$ cat config.mk
export PLATFORM = sky130hd
export DESIGN_NAME = uc_pila
export DESIGN_NICKNAME = d
export VERILOG_FILES = /design/src/rtl/uc_pila.sv
export SDC_FILE = /design/constraint.sdc
export NUM_CORES = 1
export LEC_CHECK = 0
export BUFFER_PORTS_ARGS = -buffer_cell sky130_fd_sc_hd__buf_2
export CORE_AREA = 3 3 40 42
export DETAILED_ROUTE_END_ITERATION = 7
export DIE_AREA = 0 0 43 45
export GPL_ROUTABILITY_DRIVEN = 0
export PLACE_DENSITY = 0.74
export SETUP_SLACK_MARGIN = 0.3
export SLEW_MARGIN = 20
export SYNTH_ARGS = -nofsm -noshare
export SYNTH_HDL_FRONTEND = slang
export SYNTH_SLANG_ARGS = --single-unit
$ cat constraint.sdc
create_clock -name clk -period 1.3 [get_ports clk]
set_clock_uncertainty 0.15 [all_clocks]
set_input_delay 0.065 -clock clk [delete_from_list [all_inputs] [get_ports clk]]
set_output_delay 0.065 -clock clk [all_outputs]
set_load 0.02 [all_outputs]
$ cat src/rtl/uc_pila.sv
// Control unit for the microc datapath: opcode/zero-flag decode, with an optional return-address stack (UC_STACK_EN).
// Latency: decode is combinational in the instruction cycle; sp, stack, state and illegal update on the clk edge.
// Backpressure: valid=0 stalls with safe outputs and no side effects; a stack fault parks the FSM in HALT until reset.
module uc_pila #(
    parameter int OPW   = 6,
    parameter int OPSEL = 3,
    parameter int PCW   = 10,
    parameter int DEPTH = 4,
    localparam int SPW  = $clog2(DEPTH + 1)
) (
    input  logic             clk,
    input  logic             reset,
    input  logic [OPW-1:0]   opcode,
    input  logic             z,
    input  logic             valid,
    input  logic [PCW-1:0]   pc_next,
    output logic             pc_en,
    output logic             s_inc,
    output logic             s_ret,
    output logic             s_inm,
    output logic             we3,
    output logic             wez,
    output logic [OPSEL-1:0] op,
    output logic [PCW-1:0]   ret_addr,
    output logic [SPW-1:0]   sp,
    output logic             halted,
    output logic             illegal
);

    typedef enum logic [1:0] {
        BOOT = 2'd0,
        RUN  = 2'd1,
        HALT = 2'd2
    } state_t;

    state_t     state;
    logic [5:0] opc;
    logic       ill_seen;

    // Only the low six opcode bits carry meaning; wider fields are folded away here.
    logic       unused_opcode;
    assign opc           = opcode[5:0];
    assign unused_opcode = ^opcode;

`ifdef UC_STACK_EN
    logic [PCW-1:0] stack [DEPTH];
    logic [SPW-1:0] sp_q;
    logic           do_push;
    logic           do_pop;
    logic           go_halt;
    logic [PCW-1:0] top;

    // Top-of-stack select written as a mux so sp's extra bit never indexes the array.
    always_comb begin
        top = '0;
        for (int i = 0; i < DEPTH; i++) begin
            if (sp_q == SPW'(i + 1)) top = stack[i];
        end
    end

    assign sp       = sp_q;
    assign ret_addr = top;
`else
    logic unused_pc_next;
    assign unused_pc_next = ^pc_next;
    assign sp             = '0;
    assign ret_addr       = '0;
`endif

    // Instruction decode; everything defaults to the safe, no-effect outputs.
    always_comb begin
        pc_en    = 1'b0;
        s_inc    = 1'b1;
        s_ret    = 1'b0;
        s_inm    = 1'b0;
        we3      = 1'b0;
        wez      = 1'b0;
        op       = '0;
        ill_seen = 1'b0;
`ifdef UC_STACK_EN
        do_push  = 1'b0;
        do_pop   = 1'b0;
        go_halt  = 1'b0;
`endif
        if (state == RUN && valid) begin
            pc_en = 1'b1;
            casez (opc)
                6'b1?????: begin
                    op  = OPSEL'(opc[4:2]);
                    we3 = 1'b1;
                    wez = 1'b1;
                end
                6'b000000: ;
                6'b0001??: begin
                    s_inm = 1'b1;
                    we3   = 1'b1;
                end
                6'b010000: s_inc = 1'b0;
                6'b010001: s_inc = ~z;
                6'b010010: s_inc = z;
`ifdef UC_STACK_EN
                6'b010011: begin
                    s_inc = 1'b0;
                    if (sp_q == SPW'(DEPTH)) begin
                        pc_en   = 1'b0;
                        go_halt = 1'b1;
                    end else begin
                        do_push = 1'b1;
                    end
                end
                6'b010100: begin
                    if (sp_q == '0) begin
                        pc_en   = 1'b0;
                        go_halt = 1'b1;
                    end else begin
                        s_ret  = 1'b1;
                        do_pop = 1'b1;
                    end
                end
`endif
                default: ill_seen = 1'b1;
            endcase
        end
    end

    // Sequencer: one BOOT cycle after reset, then RUN until a stack fault.
    always_ff @(posedge clk or negedge reset) begin
        if (!reset) begin
            state <= BOOT;
        end else begin
            case (state)
                BOOT:    state <= RUN;
`ifdef UC_STACK_EN
                RUN:     state <= go_halt ? HALT : RUN;
`else
                RUN:     state <= RUN;
`endif
                default: state <= HALT;
            endcase
        end
    end

    // Sticky illegal-opcode flag, only raised by an executed instruction.
    always_ff @(posedge clk or negedge reset) begin
        if (!reset) begin
            illegal <= 1'b0;
        end else if (ill_seen) begin
            illegal <= 1'b1;
        end
    end

`ifdef UC_STACK_EN
    // Return-address stack: push writes the free slot at sp, pop just retreats sp.
    always_ff @(posedge clk or negedge reset) begin
        if (!reset) begin
            sp_q <= '0;
            for (int i = 0; i < DEPTH; i++) stack[i] <= '0;
        end else if (do_push) begin
            for (int i = 0; i < DEPTH; i++) begin
                if (sp_q == SPW'(i)) stack[i] <= pc_next;
            end
            sp_q <= sp_q + 1'b1;
        end else if (do_pop) begin
            sp_q <= sp_q - 1'b1;
        end
    end
`endif

    assign halted = (state == HALT);

endmodule

==> results summary <==
The run finished, with violations left. The final reports fail on setup timing. The total of fill cells in the finished design is 135. The power per cell area is 849 nW/um^2. The part of the Yosys area used for sequential elements came out at 22.0%. The post-detailed-routing wire length came out at 946 um. The height of the chip is 45 um.

Traced cell by cell, the critical path runs through and3b_2 -> and4b_2 -> buf_6. The via count normalized by instance count came out at 4.23. The first global-routing pass estimated 1550 um of wire. TritonCTS built the clock tree. The cell row count came out at 13. The clock transition time at the flip-flop clock pins of the worst setup and hold paths came out at 0.04 ns. The peak per-stage delay on the critical path came out at 0.38 ns. The static leakage came out at 0.307 nW. The core area is 1280 um^2. The number of violations reported at the end of detailed-routing iteration 0 came out at 0. The combined buffer and inverter count along the critical path is 1. The worst setup path is of the register to output port kind. The number of antenna-violating nets in the routed design came out at 0. The worst path required time came out at 1.09 ns.

The post-layout net count came out at 94. The final routed wire length divided by cell count is 10.8 um. The source-to-sink clock delay at the later pin of the worst-skew pair came out at 0.23 ns. The cell area after technology mapping came out at 342 um^2. The slowest library cell on the worst path is sky130_fd_sc_hd__dfrtp_1. The number of buffers created by CTS is 3.

STA puts the critical path data arrival time at 1.24 ns. The number of different library cells used by synthesis comes to 21. The worst setup path is captured at an output port. The highest clock frequency the design can meet is 0.688 GHz.

The final period demand of the worst path came out at 1.45 ns. The total of endpoints with negative setup slack in the final report came out at 10. The fraction of layout instances using a drive strength above 1 came out at 53.4%. Of the post-synthesis cell area, the dominant cell type holds 30.8%. The instance count of the mapped netlist is 42. Ranked by total cell area, the synthesized netlist is headed by sky130_fd_sc_hd__buf_4 31%, sky130_fd_sc_hd__dfrtp_1 22%, sky130_fd_sc_hd__and3_1 5.5%, sky130_fd_sc_hd__nor2_1 4.4%, sky130_fd_sc_hd__a31oi_2 3.7%. The number of top-level pins came out at 44. The final worst-path cycle share came out at 112%. The number of hold violations in the final report was 0. The final-report max-slew violation count came out at 0. The maximum number of pins on one net before global-route repair is 8. The number of clock sinks came out at 3. The detailed-routing iteration count for the pre-antenna-repair pass came out at 1. The number of cells on the worst hold path came out at 3.

The worst hold path class is input pin to register. The residual overflow from global routing is 0. The flip-flop and latch count after synthesis is 3.

Summed over all instances, the cell type with the most area after synthesis is sky130_fd_sc_hd__buf_4. Max-cap violations in this run came to 0. The maximum VDD drop came out at 0.000374 V.

The die covers 1940 um^2. The buffer levels on the longest clock path is 2. The worst reg2reg path depth came out at 5. The highest fanout seen on the critical path came out at 5. The aggregate global-route resource usage is 11.1%. The switching component of the power came out at 0.000172 W.

The repair_antennas step left the layout with diodes totalling 0. Setup repair after global routing could not meet its margin everywhere. Sequential cells account for 23.5% of the total power. Combinational cells account for 43.0% of the total power. The initial core utilization is 26.6%. Measured along the x axis, the die boundary spans 43 um. The number of vias after detailed routing is 372. The total internal power is 0.000318 W. The count of cell instances traversed by the critical path came out at 3. The number of placed cells counting well taps came out at 74. The via count of the first global-routing pass is 361. The initial antenna violation count came out at 0. At the placement stage, the worst setup path has a slack of -0.0598 ns. STA classifies the critical path startpoint as a register. The root buffer cell chosen for the clock tree is sky130_fd_sc_hd__clkbuf_4. The yosys synthesis warning count is 0. The fraction of power spent switching nets is 35.1%. The area added between synthesis and finish is 68.9%. The cell family contributing the most delay on the critical path is simple AND/OR/NAND/NOR gates.

The count of buffers added on input and output ports is 19. A synthesized cell averages 8.13 um^2. The deepest level of the CTS H-tree came out at 1. The clock share of power came out at 33.5%. Across all setup checks in the final design, the least slack found is -0.153 ns.

The final instance count without filler cells came out at 88. For this run, design rule violations remaining after detail routing come to 0.
[area by class of cell]
type | instances | area (um^2) | area share [%]
repair buffers | 29 | 245 | 42.5
multi-input cells | 35 | 204 | 35.4
flip-flops and latches | 3 | 75.1 | 13.0
clock buffers | 4 | 26.3 | 4.56
well taps | 15 | 18.8 | 3.25
inverters | 2 | 7.51 | 1.30
[repair_timing]
action / 4_1_cts / 5_1_grt
cloned: 1 / 0
setup endpoints to repair: 11 / 11
setup buffers: 4 / 2
hold buffers: 3 / 0
resized for setup: 15 / 9
endpoints found under the hold margin: 4 / 0
pin swaps: 1 / 2
[registers in the layout (all words and copies together) (netlist names)]
register  cells
illegal       1
state         2
[tightest hold or removal path: stages]
cell and delay [ns]:
sky130_fd_sc_hd__buf_2 0.11, sky130_fd_sc_hd__nor2_1 0.06, sky130_fd_sc_hd__a31oi_2 0.14
[metrics by stage]
| stage | hold slack (ns) | power (W) | util [%] | setup TNS, ns | instance area [um^2] |
|---|---|---|---|---|---|
| floorplan | -0.381 | 0.000252 | - | 0 | 395 |
| global placement | -0.288 | 0.000262 | 30.9 | -0.0433 | 397 |
| detailed placement | -0.286 | 0.000263 | 30.9 | -0.0905 | 397 |
| CTS | 0.0345 | 0.000486 | 41.4 | -0.927 | 532 |
| global route | 0.0549 | 0.000531 | 44.9 | -1.59 | 577 |
| finish | 0.0382 | 0.000489 | 44.9 | -0.948 | 577 |
[Yosys cell counts, drive strengths merged]
cell type	instances
a21o	1
a21oi	1
a31oi	1
and2	1
and3	3
and3b	1
and4b	1
buf	15
clkbuf	1
conb	1
dfrtp	3
inv	2
mux2i	1
nand2	1
nand4	1
nor2	4
nor2b	1
nor3b	1
o21a	1
o21ai	1
[final timing paths]
| kind | from | to | slack [ns] |
|---|---|---|---|
| hold reg to reg | illegal | illegal | 0.48 |
| min in group asynchronous | reset | illegal | 0.54 |
| hold / removal | opcode[3] | illegal | 0.04 |
| setup / recovery | state[1] | s_inm | -0.15 |
| setup reg to reg | state[0] | illegal | -0.01 |
| max in group asynchronous | reset | state[1] | 0.35 |
[cells in the final DEF (no fill, tap or decap), drive strengths merged]
| cell | netlist | final |
|---|---|---|
| nor3b | 1 | 1 |
| a31oi | 1 | 1 |
| buf | 15 | 26 |
| and3b | 1 | 2 |
| and3 | 3 | 3 |
| conb | 1 | 14 |
| dfrtp | 3 | 3 |
| o21a | 1 | 1 |
| a21oi | 1 | 1 |
| nor2b | 1 | 1 |
| inv | 2 | 2 |
| a21o | 1 | 1 |
| nand2 | 1 | 1 |
| clkbuf | 1 | 4 |
| and2 | 1 | 1 |
| o21ai | 1 | 1 |
| nand4 | 1 | 1 |
| dlygate4sd3 | 0 | 3 |
| and4b | 1 | 1 |
| nor2 | 4 | 4 |
| mux2i | 1 | 1 |
[routing by layer]
| layer | up-vias | global-route usage (%) | part of all wire (%) |
|---|---|---|---|
| met2 | 24 | 19.8 | 55 |
| met1 | 171 | 9.71 | 31 |
| met3 | 4 | 5.98 | 12 |
| met5 | - | 0 | 0 |
| li1 | 173 | - | - |
| met4 | 0 | 7.23 | 2.4 |
[kinds of logic after synthesis]
group	Yosys count	share of synthesized area, %
compound gates	5	12.1
buf+inv	18	37.4
flops	3	22.0
mux	1	2.93
other cells	1	1.10
simple gates	14	24.5
[power groups by stage]
stage                     sequential (W)  combinational [W]  clock (W)
after floorplan                 0.000128           0.000123          0
after global placement          0.000115           0.000147          0
after detailed placement        0.000116           0.000148          0
after CTS                       0.000115           0.000198   0.000173
after global routing            0.000117           0.000226   0.000189
final                           0.000115           0.000211   0.000164
(Power assumes the default switching activity.)
